[config.mk]
export PLATFORM = sky130hd
export DESIGN_NAME = frame_scheduler
export DESIGN_NICKNAME = d
export VERILOG_FILES = /design/src/rtl/frame_scheduler.sv
export SDC_FILE = /design/constraint.sdc
export NUM_CORES = 1
export LEC_CHECK = 0
export BUFFER_PORTS_ARGS = -buffer_cell sky130_fd_sc_hd__buf_2
export CORE_MARGIN = 2
export CORE_UTILIZATION = 26
export DETAILED_ROUTE_END_ITERATION = 10
export GPL_TIMING_DRIVEN = 0
export PLACE_DENSITY_LB_ADDON = 0.25
export SKIP_LAST_GASP = 1
export SLEW_MARGIN = 20
export SYNTH_ARGS = -nofsm -noshare
export SYNTH_HDL_FRONTEND = slang
export SYNTH_SLANG_ARGS = --single-unit
export TNS_END_PERCENT = 20
[constraint.sdc]
create_clock -name clk -period 8.8 [get_ports clk]
set_input_delay 0.44 -clock clk [delete_from_list [all_inputs] [get_ports clk]]
set_output_delay 0.44 -clock clk [all_outputs]
set_load 0.005 [all_outputs]
[src/rtl/frame_scheduler.sv]
// Paced multi-port frame scheduler: per-port interval timers mint credits, round-robin offer to one builder.
// Latency: start sampled at edge N -> sched_valid registered high after edge N+1; one offer per two cycles max.
// Backpressure: an offer is held stable until sched_ready; credits keep accruing up to MAX_CREDIT, excess ticks set overrun.
module frame_scheduler #(
  parameter int TEST_PORT_NUM = 4,
  parameter int MAX_CREDIT    = 4,
  parameter int PW            = $clog2(TEST_PORT_NUM)
) (
  input  logic                          clk,
  input  logic                          rst,
  input  logic [TEST_PORT_NUM-1:0]      start,
  input  logic [TEST_PORT_NUM-1:0]      stop,
  input  logic [TEST_PORT_NUM*32-1:0]   interval,
  output logic                          sched_valid,
  output logic [PW-1:0]                 sched_port,
  input  logic                          sched_ready,
  output logic [TEST_PORT_NUM*32-1:0]   frames_issued,
  output logic [TEST_PORT_NUM-1:0]      overrun,
  output logic                          busy
);

  localparam int CW = $clog2(MAX_CREDIT + 1);
  localparam logic [CW-1:0] CMAX = CW'(MAX_CREDIT);

  typedef enum logic {IDLE = 1'b0, RUN = 1'b1} state_t;

  state_t              state  [TEST_PORT_NUM];
  logic [31:0]         cnt    [TEST_PORT_NUM];
  logic [CW-1:0]       credit [TEST_PORT_NUM];
  logic [31:0]         issued [TEST_PORT_NUM];
  logic [31:0]         lim    [TEST_PORT_NUM];
  logic [PW-1:0]       ptr;

  logic [TEST_PORT_NUM-1:0] tick;
  logic [TEST_PORT_NUM-1:0] acc;
  logic [TEST_PORT_NUM-1:0] elig;
  logic [TEST_PORT_NUM-1:0] running;
  logic                     found;
  logic [PW-1:0]            pick;
  int                       sel;

  // Per-port tick, acceptance and eligibility decode (interval 0 behaves as 1).
  always_comb begin
    for (int i = 0; i < TEST_PORT_NUM; i++) begin
      lim[i]     = (interval[32*i +: 32] == 32'd0) ? 32'd0 : interval[32*i +: 32] - 32'd1;
      running[i] = (state[i] == RUN);
      // >= rather than == so a live shrink of interval below the counter ticks at once instead of wrapping 2^32.
      tick[i]    = running[i] && (cnt[i] >= lim[i]);
      acc[i]     = sched_valid && sched_ready && (sched_port == PW'(i));
      // A port being stopped this cycle is not offered.
      elig[i]    = running[i] && (credit[i] != '0) && !stop[i];
    end
  end

  // Round-robin search: first eligible port at or after ptr, wrapping.
  always_comb begin
    found = 1'b0;
    pick  = '0;
    sel   = 0;
    for (int k = 0; k < TEST_PORT_NUM; k++) begin
      sel = int'(ptr) + k;
      if (sel >= TEST_PORT_NUM) sel = sel - TEST_PORT_NUM;
      if (!found && elig[sel]) begin
        found = 1'b1;
        pick  = PW'(sel);
      end
    end
  end

  // Per-port run state, interval counter, credit, issued count and sticky overrun.
  always_ff @(posedge clk or posedge rst) begin
    if (rst) begin
      for (int i = 0; i < TEST_PORT_NUM; i++) begin
        state[i]  <= IDLE;
        cnt[i]    <= 32'd0;
        credit[i] <= '0;
        issued[i] <= 32'd0;
        overrun[i] <= 1'b0;
      end
    end else begin
      for (int i = 0; i < TEST_PORT_NUM; i++) begin
        // An offer already on the bus is always counted, even for a port stopped meanwhile.
        if (acc[i]) issued[i] <= issued[i] + 32'd1;
        if (stop[i]) begin
          state[i]  <= IDLE;
          credit[i] <= '0;
          cnt[i]    <= 32'd0;
        end else if (start[i] && (state[i] == IDLE)) begin
          state[i]   <= RUN;
          cnt[i]     <= 32'd0;
          credit[i]  <= CW'(1);
          overrun[i] <= 1'b0;
          issued[i]  <= acc[i] ? 32'd1 : 32'd0;
        end else if (state[i] == RUN) begin
          cnt[i] <= tick[i] ? 32'd0 : cnt[i] + 32'd1;
          // Tick and accept on the same port cancel: credit unchanged, no overrun.
          if (tick[i] && !acc[i]) begin
            if (credit[i] == CMAX) overrun[i] <= 1'b1;
            else                   credit[i]  <= credit[i] + CW'(1);
          end else if (!tick[i] && acc[i] && (credit[i] != '0)) begin
            credit[i] <= credit[i] - CW'(1);
          end
        end
      end
    end
  end

  // Offer register: hold while stalled, drop after accept, re-arbitrate only while idle.
  always_ff @(posedge clk or posedge rst) begin
    if (rst) begin
      sched_valid <= 1'b0;
      sched_port  <= '0;
      ptr         <= '0;
    end else if (sched_valid) begin
      if (sched_ready) begin
        sched_valid <= 1'b0;
        ptr <= (sched_port == PW'(TEST_PORT_NUM - 1)) ? '0 : sched_port + PW'(1);
      end
    end else if (found) begin
      sched_valid <= 1'b1;
      sched_port  <= pick;
    end
  end

  // Flatten issued counts onto the output bus.
  always_comb begin
    frames_issued = '0;
    for (int i = 0; i < TEST_PORT_NUM; i++) frames_issued[32*i +: 32] = issued[i];
  end

  assign busy = (|running) || sched_valid;

endmodule
Word-level counts from Yosys, hierarchy flattened
Index checks and enable logic that the tools add are counted.
{"block": "word_totals", "register_bits": 281, "out_inout_bits": 136, "wordCells": 291}
{"block": "classes", "addsub": 28, "n_lt_le_gt_ge": 12, "n_eq_ne": 11, "muxes": 112, "n_bitwise": 9, "n_reduce_logical": 96}
{"operator": "two-way mux 32 bit", "count": 36}
{"operator": "adder 32 x 1 -> 32 bit, second input constant", "count": 8}
{"operator": ">= comparator 32 bit", "count": 4}
{"operator": "logical NOT 32 bit", "count": 4}
{"operator": "< comparator 32 x 4 -> 1 bit, second input constant", "count": 4}
{"operator": "subtractor 32 x 1 -> 32 bit, second input constant", "count": 4}
{"operator": "two-way mux 3 bit", "count": 24}
{"operator": "two-way mux 1 bit", "count": 43}
{"operator": "logical AND 1 bit", "count": 36}
{"operator": "nonzero test 2 bit", "count": 16}
{"operator": "nonzero test 3 bit", "count": 8}
{"operator": "!= test 4 bit, second input constant", "count": 4}
{"operator": "AND reduction 4 bit", "count": 4}
{"operator": "nonzero test 4 bit", "count": 4}
{"operator": "logical NOT 1 bit", "count": 15}
{"operator": "adder 3 x 1 -> 3 bit, second input constant", "count": 4}
{"operator": "== test 3 bit, second input constant", "count": 4}
{"operator": "AND reduction 3 bit", "count": 4}
{"operator": "subtractor 3 x 1 -> 3 bit, second input constant", "count": 4}
{"operator": "subtractor 3 x 3 -> 4 bit, second input constant", "count": 3}
{"operator": "two-way mux 2 bit", "count": 5}
{"operator": ">= comparator 3 bit, second input constant", "count": 3}
{"operator": "inverter 1 bit", "count": 9}
{"operator": "binary-select mux 1 bit (select 2 bit)", "count": 4}
{"operator": "11 further kinds", "count": 14}

Depth between registers and ports, before layout
{"block": "logic_depth", "depth_word": 18, "ltp_mapped": 22}

Worst setup path before layout
Ideal clock, no wire load.
{"block": "synth_timing", "path_kind": "input to register", "from": "input interval[68]", "to": "register credit[4] (netlist name)", "setup_ns": 0.077, "arrival_time_ns": 5.164, "required_time_ns": 8.723, "slack_ns": 3.558, "cell_stages": 20, "n_path_buf": 1, "cell_sequence": "or3_1 or3_1 or3_1 or2_2 clkbuf_1 nor3_1 xor2_1 nand2_1 ha_1 a21o_1 a21o_1 a21oi_1 nor3_1 a2111oi_0 a21oi_1 and2_1 fa_1 nand2b_1 mux2_2 a21oi_1"}
{"block": "synth_between", "elab_chain_len": 9}
{"item": "start, declared", "line": "13", "text": "input logic [TEST_PORT_NUM*32-1:0] interval,"}
{"item": "subtractor 32 x 1 -> 32 bit / logical NOT 32 bit (equally long branches)", "line": "45", "text": "lim[i] = (interval[32*i +: 32] == 32'd0) ? 32'd0 : interval[32*i +: 32] - 32'd1;"}
{"item": "two-way mux 32 bit *", "line": "45"}
{"item": ">= comparator 32 bit *", "line": "48", "text": "tick[i] = running[i] && (cnt[i] >= lim[i]);"}
{"item": "logical AND 1 bit *", "line": "48"}
{"item": "logical AND 1 bit / logical NOT 1 bit (equally long branches)", "line": "97, 100"}
{"item": "two-way mux 3 bit / logical AND 1 bit (equally long branches)", "line": "97, 100"}
{"item": "two-way mux 3 bit / logical AND 1 bit (equally long branches)", "line": "94, 100"}
{"item": "two-way mux 3 bit / nonzero test 4 bit (equally long branches)"}
{"item": "two-way mux 3 bit / AND reduction 3 bit (equally long branches)"}
{"item": "end signal, assigned by index", "line": "99", "text": "else credit[i] <= credit[i] + CW'(1);"}
{"item": "end signal, assigned by index", "line": "101", "text": "credit[i] <= credit[i] - CW'(1);"}
{"item": "end, declared", "line": "29", "text": "logic [CW-1:0] credit [TEST_PORT_NUM];"}
Mark *: on every way between the ends. The rest lies on a longest branch, timed or not. The select of a mux whose other input is x is not followed.
A chain may end at the register's enable or synchronous reset.

Worst setup path after layout
{"block": "layout_timing", "from": "input interval[103]", "to": "register credit[1] (netlist name)"}
Same word-level chain as after synthesis.

==> results.ini <==
[final_layout]
fill_cells = 8031
nNetsFinal = 3011
post_layout_nonfiller_instances = 3728
area_growth_pct = 20.3
layout.core_utilization_pct = 31.5
layout.cell_area.non_filler_mm2 = 0.0238
final_layout_size_suffix_gt1_share_pct = 13.7

[sta]
min_period_over_period_pct = 62.5
worst-slew-pin-transition_ns = 0.953
rsz_0062_raised_after_global_routing = no
hold_viol = 0
final.setup_skew_ns = 0.0161
relative_slew_margins_pct = 36.0
worst_slack_ns = 3.30
drv_slew = 0
clock.fmax_ghz = 0.182
setup_viol = 0
fin_crit_ns = 5.50

[drt]
wl_per_cell_um = 15.5
drt_iter0_markers = 1261
drt_wl_total_um = 57900
residual_drc = 0
vias_after_detailed_routing = 18300
vias_per_cell = 4.90
detail-route-antenna-nets = 0
drtPass1Iterations = 5

[critical_path]
worst_path_max_fanout = 5
data_arrival_time_of_the_worst_path_ns = 5.97
worstSetupStartpointType = input port
crit_path_capture_type = register
worstSetupPathType = input port to register
required_time_of_the_worst_setup_path_ns = 9.27

[die]
ios = 275
fp.dieArea_mm2 = 0.0784
placement_rows = 101
placeableCoreArea_mm2 = 0.0757
die_height_um = 280
initial_standard_cell_utilization_of_the_core_pct = 26.2
die_width_um = 280

[clocking]
clock-root-buffer = sky130_fd_sc_hd__clkbuf_16
clk-insertion-delay-late_ns = 0.55
clockBufferDepth = 3
num_clock_sinks = 281
ctsHtreeMaxLevel = 2
clkSlewWorstSetupHoldPaths_ns = 0.06
cts.repair.resized = 0
ctsHoldBuffers = 1
cts_post_setup_buffers_inserted = 0
cts_tree = built
tritoncts.num_buffers = 39

[grt]
gr-total-overflow = 0
grt_pass1_vias = 17500
grt_antenna_before_repair = 2
grt_pass1_wl_um = 94500
grt_start_max_net_pins = 95
grt_usage_pct = 14.7

[synth]
number_of_flops_mapped_to_enable_cells_by_yosys = 0
avgSynthCellArea_um2 = 8.25
syn_inst = 2401
post_synth_instance_area_mm2 = 0.0198
synth.yosys.seq_area_share_pct = 35.5
yosysWarningCount = 0
mappedNetlistNets = 2692
yosys_register_bits = 281
async_reset_ff_share_pct = 100
ys_dominant_reg_cell = sky130_fd_sc_hd__dfrtp_1
synth.lib_cells_used.distinct = 66

[power_and_ir_drop]
power_leakage_nw = 11.4
power-per-cell-area_mw_per_mm2 = 141
finalPower_w = 0.00336
power.ir.vdd_worst_mv = 0.125

[place]
finalWeightedCongestion = 0.801
dp_worst_setup_slack_ns = 2.61
hpwl_um = 44400
numPortBuffers = 272
placedInstanceArea_mm2 = 0.0225
placed_cells = 3656

[job]
maxCapViolCount = 0

[worst_hold_path]
hold_path_class = input port to register

[status]
status = completed

area by class of cell:
cell class | count | area (µm²) | area share (%)
multi-input cells | 1999 | 12300 | 51.7
flip-flops and latches | 281 | 7030 | 29.5
repair buffers | 278 | 1470 | 6.15
well taps | 978 | 1220 | 5.14
clock buffers | 59 | 1170 | 4.92
plain buffers | 79 | 302 | 1.27
inverters | 42 | 165 | 0.693
clock inverters | 10 | 143 | 0.599
diodes | 2 | 5.00 | 0.0210
power breakdown:
group | total, W | internal, W | switching (W)
registers | 0.00135 | 0.00132 | 0.0000297
clock network | 0.00163 | 0.00101 | 0.000627
logic | 0.000374 | 0.000140 | 0.000234
total | 0.00336 | 0.00246 | 0.000891
sequential cells by signal, indices dropped and copies added (netlist names):
| signal | cells |
|---|---|
| cnt | 128 |
| credit | 12 |
| frames_issued | 128 |
| overrun | 4 |
| ptr | 2 |
| running | 4 |
| sched_port | 2 |
| sched_valid | 1 |
synthesized netlist by cell type, types with 66 or more instances:
| cell | instances | area share (%) |
|---|---|---|
| sky130_fd_sc_hd__a21oi_1 | 93 | 2.4 |
| sky130_fd_sc_hd__and3_1 | 81 | 2.6 |
| sky130_fd_sc_hd__clkbuf_1 | 73 | 1.4 |
| sky130_fd_sc_hd__dfrtp_1 | 281 | 36 |
| sky130_fd_sc_hd__ha_1 | 148 | 9.4 |
| sky130_fd_sc_hd__nand2_1 | 386 | 7.3 |
| sky130_fd_sc_hd__nand3_1 | 99 | 2.5 |
| sky130_fd_sc_hd__nor2_1 | 226 | 4.3 |
| sky130_fd_sc_hd__nor3_1 | 66 | 1.7 |
| sky130_fd_sc_hd__o21ai_0 | 214 | 5.4 |
| sky130_fd_sc_hd__xnor2_1 | 66 | 2.9 |
| sky130_fd_sc_hd__xor2_1 | 145 | 6.4 |
through the flow:
step                      hold slack [ns]  setup TNS (ns)
after global placement              0.481        -1023.92
after floorplan                     0.451               0
after detailed placement            0.375               0
after global routing                0.117               0
after CTS                          0.0804               0
final                               0.124               0
final timing paths:
| check | startpoint | to | slack [ns] | depth (start not counted) |
|---|---|---|---|---|
| min in group asynchronous | rst | frames_issued[56] | 0.35 | 3 |
| min reg2reg | overrun[2] | overrun[2] | 0.50 | 2 |
| max in group asynchronous | rst | cnt[44] | 7.19 | 5 |
| max reg2reg | cnt[25] | credit[1] | 5.01 | 12 |
| min | stop[2] | credit[4] | 0.12 | 2 |
| max | interval[103] | credit[1] | 3.30 | 20 |
cells in the final DEF (no fill, tap or decap), types with 18 or more instances in the layout:
cell type,synthesis,layout
sky130_fd_sc_hd__nand2_1,386,386
sky130_fd_sc_hd__dfrtp_1,281,281
sky130_fd_sc_hd__buf_2,3,276
sky130_fd_sc_hd__nor2_1,226,226
sky130_fd_sc_hd__o21ai_0,214,214
sky130_fd_sc_hd__ha_1,148,148
sky130_fd_sc_hd__xor2_1,145,145
sky130_fd_sc_hd__nand3_1,99,99
sky130_fd_sc_hd__a21oi_1,93,93
sky130_fd_sc_hd__clkbuf_1,73,82
sky130_fd_sc_hd__and3_1,81,81
sky130_fd_sc_hd__nor3_1,66,66
sky130_fd_sc_hd__xnor2_1,66,66
sky130_fd_sc_hd__nand4_1,62,62
sky130_fd_sc_hd__o31ai_1,46,46
sky130_fd_sc_hd__a21o_1,41,41
sky130_fd_sc_hd__inv_1,42,41
sky130_fd_sc_hd__nor4_1,41,40
sky130_fd_sc_hd__or3_1,40,40
sky130_fd_sc_hd__clkbuf_16,0,40
sky130_fd_sc_hd__nand2b_1,38,38
sky130_fd_sc_hd__a31oi_1,30,30
sky130_fd_sc_hd__nor2b_1,18,18
sky130_fd_sc_hd__and4_1,18,18
worst max-delay path: stages:
cell and delay (ns):
sky130_fd_sc_hd__buf_2 0.12, sky130_fd_sc_hd__nor4_1 0.52, sky130_fd_sc_hd__nand2_1 0.20, sky130_fd_sc_hd__nor4_1 0.73, sky130_fd_sc_hd__nand2_1 0.17, sky130_fd_sc_hd__or3_1 0.38
sky130_fd_sc_hd__nor3_1 0.19, sky130_fd_sc_hd__xor2_1 0.20, sky130_fd_sc_hd__nand2_1 0.09, sky130_fd_sc_hd__ha_1 0.31, sky130_fd_sc_hd__nor2b_1 0.13, sky130_fd_sc_hd__o21ai_0 0.14
sky130_fd_sc_hd__nand2b_1 0.07, sky130_fd_sc_hd__a2111oi_1 0.80, sky130_fd_sc_hd__a21oi_1 0.22, sky130_fd_sc_hd__and2_1 0.24, sky130_fd_sc_hd__fa_1 0.42, sky130_fd_sc_hd__nand2b_1 0.15
sky130_fd_sc_hd__mux2_2 0.27, sky130_fd_sc_hd__a21oi_1 0.16
metal layers:
layer  wire length, µm  part of all wire (%)  track usage [%]
met5                 0                     0                0
met4               963                   1.7             3.76
met3              3180                   5.5             2.84
met2             25600                    44             23.1
met1             28100                    49             20.7
cells by family after synthesis:
group | share of synthesized area (%)
AND/OR/NAND/NOR | 27.9
AO/OA/AOI/OAI | 14.5
flip-flops | 35.5
XOR/XNOR | 9.33
adder cells (fa/ha/maj) | 9.76
buffers and inverters | 2.32
multiplexers | 0.645
(Power assumes the default switching activity.)
